`config.mk`:
```
export PLATFORM = sky130hd
export DESIGN_NAME = aes_rx_deser
export DESIGN_NICKNAME = d
export VERILOG_FILES = /design/src/rtl/aes_rx_deser.sv
export SDC_FILE = /design/constraint.sdc
export NUM_CORES = 1
export LEC_CHECK = 0
export BUFFER_PORTS_ARGS = -buffer_cell sky130_fd_sc_hd__buf_2
export CELL_PAD_IN_SITES_DETAIL_PLACEMENT = 2
export CELL_PAD_IN_SITES_GLOBAL_PLACEMENT = 2
export CORE_MARGIN = 1
export CORE_UTILIZATION = 39
export DETAILED_ROUTE_END_ITERATION = 10
export GPL_TIMING_DRIVEN = 1
export PLACE_DENSITY = 0.83
export SLEW_MARGIN = 25
export SYNTH_ARGS = -nofsm -noshare
export SYNTH_HDL_FRONTEND = slang
export SYNTH_SLANG_ARGS = --single-unit
export TNS_END_PERCENT = 50
```
`constraint.sdc`:
```
create_clock -name clk -period 10.5 [get_ports clk]
set_input_delay 0.525 -clock clk [delete_from_list [all_inputs] [get_ports clk]]
set_output_delay 0.525 -clock clk [all_outputs]
set_load 0.01 [all_outputs]
```
`src/rtl/aes_rx_deser.sv`:
```
// aes_rx_deser: strobe-driven deserializer for the AES chip input port.
// Each rising edge of shakehand captures one IN_W-bit beat from rx; OUT_W/IN_W
// beats are packed into one word that is held in a valid/ready output register
// for the key/data loader. Reports dropped words (ovf) and discarded partial
// frames on idle timeout (tmo).
//
// Ports:
//   clk        sole clock, posedge
//   rst        asynchronous active-high reset
//   shakehand  beat strobe, rising edge = one beat
//   rx         beat data, sampled in the rising-edge cycle of shakehand
//   clr        synchronous abort of partial frame and output word
//   data       assembled word, stable while out_valid=1
//   out_valid  data holds an unconsumed word
//   out_ready  consumer accepts data when out_valid & out_ready
//   beat_cnt   beats captured in the current frame
//   ovf        1-cycle pulse: completed word dropped, output occupied
//   tmo        1-cycle pulse: partial frame discarded on timeout
//
// Build option: define AES_RX_DESER_LSB_FIRST_EN to place the first beat in the
// least-significant lane instead of the most-significant lane.
module aes_rx_deser #(
    parameter int unsigned IN_W    = 8,
    parameter int unsigned OUT_W   = 128,
    parameter int unsigned TMO_CYC = 255
) (
    input  logic                              clk,
    input  logic                              rst,
    input  logic                              shakehand,
    input  logic [IN_W-1:0]                   rx,
    input  logic                              clr,
    output logic [OUT_W-1:0]                  data,
    output logic                              out_valid,
    input  logic                              out_ready,
    output logic [$clog2(OUT_W/IN_W)-1:0]     beat_cnt,
    output logic                              ovf,
    output logic                              tmo
);

    localparam int unsigned NB = OUT_W / IN_W;
    localparam int unsigned CW = $clog2(NB);
    localparam int unsigned OW = $clog2(OUT_W);
    localparam int unsigned IW = (TMO_CYC > 0) ? $clog2(TMO_CYC + 1) : 1;

    typedef enum logic {
        S_IDLE = 1'b0,
        S_FILL = 1'b1
    } state_t;

    state_t             state, state_nxt;
    logic [OUT_W-1:0]   shift, shift_nxt;
    logic [OUT_W-1:0]   data_nxt;
    logic               valid_nxt;
    logic [CW-1:0]      cnt_nxt;
    logic [IW-1:0]      idle_cnt, idle_nxt;
    logic               ovf_nxt, tmo_nxt;
    logic               sh_last;
    logic               armed;

    logic               beat_c;
    logic               last_c;
    logic               tmo_hit_c;
    logic [OW-1:0]      lane_off_c;
    logic [OUT_W-1:0]   word_c;

    // Beat detect; armed blocks a strobe already high at reset release until it falls.
    assign beat_c = shakehand & ~sh_last & armed;
    assign last_c = beat_c && (beat_cnt == CW'(NB - 1));

    // Lane of the current beat within the word.
`ifdef AES_RX_DESER_LSB_FIRST_EN
    assign lane_off_c = OW'(32'(beat_cnt) * IN_W);
`else
    assign lane_off_c = OW'((NB - 1 - 32'(beat_cnt)) * IN_W);
`endif

    // Shift register with this cycle's beat merged in.
    always_comb begin
        word_c = shift;
        word_c[lane_off_c +: IN_W] = rx;
    end

    // A beat in the cycle the idle limit is reached wins over the timeout.
    assign tmo_hit_c = (TMO_CYC != 0) && (state == S_FILL) && !beat_c &&
                       (idle_cnt == IW'(TMO_CYC - 1));

    // Next-state and datapath next values.
    always_comb begin
        state_nxt = state;
        shift_nxt = shift;
        data_nxt  = data;
        valid_nxt = out_valid;
        cnt_nxt   = beat_cnt;
        idle_nxt  = idle_cnt;
        ovf_nxt   = 1'b0;
        tmo_nxt   = 1'b0;

        if (out_valid && out_ready) begin
            valid_nxt = 1'b0;
        end

        if (clr) begin
            state_nxt = S_IDLE;
            shift_nxt = '0;
            data_nxt  = '0;
            valid_nxt = 1'b0;
            cnt_nxt   = '0;
            idle_nxt  = '0;
        end else if (beat_c) begin
            shift_nxt = word_c;
            idle_nxt  = '0;
            if (last_c) begin
                state_nxt = S_IDLE;
                cnt_nxt   = '0;
                if (!out_valid || out_ready) begin
                    data_nxt  = word_c;
                    valid_nxt = 1'b1;
                end else begin
                    ovf_nxt = 1'b1;
                end
            end else begin
                state_nxt = S_FILL;
                cnt_nxt   = beat_cnt + CW'(1);
            end
        end else if (tmo_hit_c) begin
            state_nxt = S_IDLE;
            shift_nxt = '0;
            cnt_nxt   = '0;
            idle_nxt  = '0;
            tmo_nxt   = 1'b1;
        end else if (state == S_FILL && TMO_CYC != 0) begin
            idle_nxt = idle_cnt + IW'(1);
        end else begin
            idle_nxt = '0;
        end
    end

    // State and datapath registers.
    always_ff @(posedge clk or posedge rst) begin
        if (rst) begin
            state     <= S_IDLE;
            shift     <= '0;
            data      <= '0;
            out_valid <= 1'b0;
            beat_cnt  <= '0;
            idle_cnt  <= '0;
            ovf       <= 1'b0;
            tmo       <= 1'b0;
            sh_last   <= 1'b0;
            armed     <= 1'b0;
        end else begin
            state     <= state_nxt;
            shift     <= shift_nxt;
            data      <= data_nxt;
            out_valid <= valid_nxt;
            beat_cnt  <= cnt_nxt;
            idle_cnt  <= idle_nxt;
            ovf       <= ovf_nxt;
            tmo       <= tmo_nxt;
            sh_last   <= shakehand;
            armed     <= armed | ~shakehand;
        end
    end

endmodule
```
==> flow_summary.toml <==
[die]
core-area_um2 = 29000
num_io_pins = 148
rows = 62
initial_utilization_pct = 40.1
die_h_um = 175
dieArea_um2 = 30500
dieWidth_um = 175

[global_routing]
grt_max_degree = 145
grt_pass1_wl_mm = 58.4
grtUsageTotal_pct = 24.7
grt_pass1_vias = 9298
grt.overflow.total = 0
antenna_found_initial = 1

[worst_setup_path]
startpoint_type = "register"
reg2reg_depth = 7
crit_path_end_kind = "register"
cp-startpoint = "beat_cnt[0]$_DFFE_PP0P_"
critical-path-slowest-cell = "dfrtp_1"
path_class = "register to register"
r2r_slack_ns = 6.96
crit_chain = "ha_1, nand3_2, nor2_1, a21oi_4, buf_4, buf_6, a22o_1"
max_stage_delay_ns = 0.86
cp.required_ns = 10.93
timing.rr.start = "beat_cnt[0]$_DFFE_PP0P_"
critPathArrivalTime_ns = 3.98
reg2reg_to = "data[20]$_DFFE_PP0P_"
worstPathMaxFanout = 96

[clock_tree]
hold_buffers = 0
cts.htree.levels = 1
cts_root_buf = "clkbuf_16"
cts.path.max_buffers = 3
cts_resized = 0
cts.sinks = 274
clk_pin_slew_worst_paths_ns = 0.06
post_cts_buffers = 0
clock_latency_ns = 0.56
cts_tree = "yes"
cts_buffers = 30

[yosys]
async_flop_share_pct = 100
syn_inst = 950
dominantRegCellSynth = "dfrtp_1"
synth_fp_nets = 968
syn_area_per_cell_um2 = 12.2
ys_seq_area_share_pct = 59.0
ys_ff_latch = 274
ys_warn_count = 0
syn_area_um2 = 11600
synth-edff-count = 0
yosysUniqueCellTypes = 58

[sta]
finalSetupViolCount = 0
period_share_pct = 33.8
relSlewSlack_pct = 29.5
maxSlewViolCount = 0
tightest_slew_ns = 1.05
tns_ns = 0
clock_skew_ns = 0.0119
rsz0062_at_grt = "false"
finalHoldViolCount = 0
fmax_mhz = 282
finalCriticalPeriod_ns = 3.54
worst_slack_ns = 6.96

[worst_hold_path]
hold_path_class = "input pin to asynchronous set/reset pin"

[job]
drv_cap = 0

[status]
status = "finished, final reports clean"

[route]
drtIter0Drc = 478
firstDrtPassIters = 4
avgRoutedWirePerCell_um = 25.3
drt-vias-per-instance = 5.76
routed-wl-met3_mm = 1.91
route.detailed.drc = 0
highest_layer = "met4"
postRouteWirelength_mm = 37.2
route.met2.wl_mm = 18.3
drtAntennaViolNets = 0
vias = 8489
wl_met1_mm = 15.9

[cells_and_area]
final_net_count = 1092
drive_above_1_share_pct = 24.2
final_cell_mix = "dfrtp_1 (274), buf_2 (147), a22o_1 (136), nand2_1 (117), o21ai_1 (87)"
syn_to_final_growth_pct = 16.2
layout_commonest_cell = "dfrtp_1"

[place]
gp_congestion = 0.790
place_worst_setup_slack_ns = 6.79
dp_hpwl_mm = 23.1
portBuffers = 147

[pwr]
p_per_area_nw_per_um2 = 161
ir_drop_mv = 0.123
power_leakage_nw = 6.44
[worst max-delay path by stage]
stage	endpoint	depth (start not counted)
6_report	data[20]$_DFFE_PP0P_	7
5_1_grt	data[111]$_DFFE_PP0P_	8
4_1_cts	shift[101]$_DFFE_PP0P_	6
3_5_place_dp	shift[101]$_DFFE_PP0P_	6
3_3_place_gp	shift[87]$_DFFE_PP0P_	6
2_1_floorplan	armed$_DFF_PP0_	1
[critical path, delay by kind of cell (launching register included)]
kind,cells,cell delay [ns]
DFF,1,0.86
buffers and inverters,2,0.67
and+or+nand+nor,2,0.64
AOI/OAI and AO/OA,2,0.46
adders and majority gates,1,0.64
[registers in the layout, indices dropped and copies added (netlist names)]
name and cells:
state 1, armed 1, sh_last 1, tmo 1
idle_cnt 8, beat_cnt 4, ovf 1, shift 128
out_valid 1, data 128
[per-stage QoR]
| step | total power, mW | utilization [%] | hold WS (ns) | cell area (um^2) | cells |
|---|---|---|---|---|---|
| 2_1_floorplan | 1.17 | - | 0.450 | 11600 | 950 |
| 6_report | 2.18 | 46.5 | 0.0842 | 13500 | 1473 |
| 5_1_grt | 2.25 | 46.5 | 0.136 | 13500 | 1473 |
| 4_1_cts | 2.20 | 46.4 | 0.145 | 13500 | 1470 |
| 3_3_place_gp | 1.21 | 43.3 | 0.462 | 12600 | 1424 |
| 3_5_place_dp | 1.21 | 43.3 | 0.474 | 12600 | 1424 |
[final cells by class]
cell class                      instances  area (um^2)
Fill cell                            2934        15500
Sequential cell                       274         6860
Multi-Input combinational cell        598         4390
Clock buffer                           41          853
Timing Repair Buffer                  157          822
Tap cell                              384          480
Inverter                               13         61.3
Clock inverter                          5         32.5
Antenna cell                            1         2.50
[metal layers]
metal / up-vias / track usage (%)
li1: 3683 / -
met5: - / 0
met1: 4496 / 32.7
met4: 0 / 7.68
met2: 235 / 41.2
met3: 75 / 4.46
[synth_stat cells (2+ instances only)]
library cell | n | area share, %
nor2_1 | 14 | 0.45
a22o_1 | 136 | 10
ha_1 | 5 | 0.54
nor2_8 | 3 | 0.52
nor2_4 | 4 | 0.39
clkbuf_1 | 22 | 0.71
nand2_2 | 4 | 0.22
o21ai_4 | 2 | 0.28
nand3_1 | 8 | 0.34
nand2_1 | 117 | 3.8
inv_1 | 12 | 0.39
mux2i_1 | 58 | 5.0
nor2_2 | 6 | 0.32
o21ai_1 | 89 | 3.8
buf_2 | 23 | 0.99
and3_1 | 2 | 0.11
buf_6 | 6 | 0.58
nor3_2 | 6 | 0.52
buf_4 | 14 | 0.90
mux2_2 | 6 | 0.58
a31oi_4 | 2 | 0.37
o2bb2ai_1 | 32 | 2.4
o21a_1 | 7 | 0.45
o21ai_2 | 7 | 0.53
dfrtp_1 | 274 | 59
nor2b_1 | 10 | 0.54
and3b_1 | 3 | 0.23
xnor2_1 | 2 | 0.15
nor3b_2 | 2 | 0.22
and2_1 | 12 | 0.65
xor2_1 | 5 | 0.38
nor3_1 | 2 | 0.086
o21ai_0 | 4 | 0.17
nand3b_1 | 5 | 0.32
a21boi_1 | 2 | 0.13
a211oi_4 | 2 | 0.34
nor3b_1 | 3 | 0.19
nand2b_1 | 12 | 0.65
nand4_1 | 5 | 0.27
a21oi_2 | 3 | 0.23
or3_1 | 2 | 0.11
[report_power, final]
part           switching [mW]  internal [mW]
Clock                   0.423          0.558
Combinational           0.103         0.0265
Sequential            0.00642           1.06
Total                   0.532           1.65
[logic make-up after synthesis]
group | share of synthesized area (%)
simple gates | 11.0
mux | 5.67
buf+inv | 3.61
xor+xnor | 0.527
compound gates | 19.7
flops | 59.0
fa+ha+maj | 0.538
Note: power is estimated with default switching activity, not from simulation.
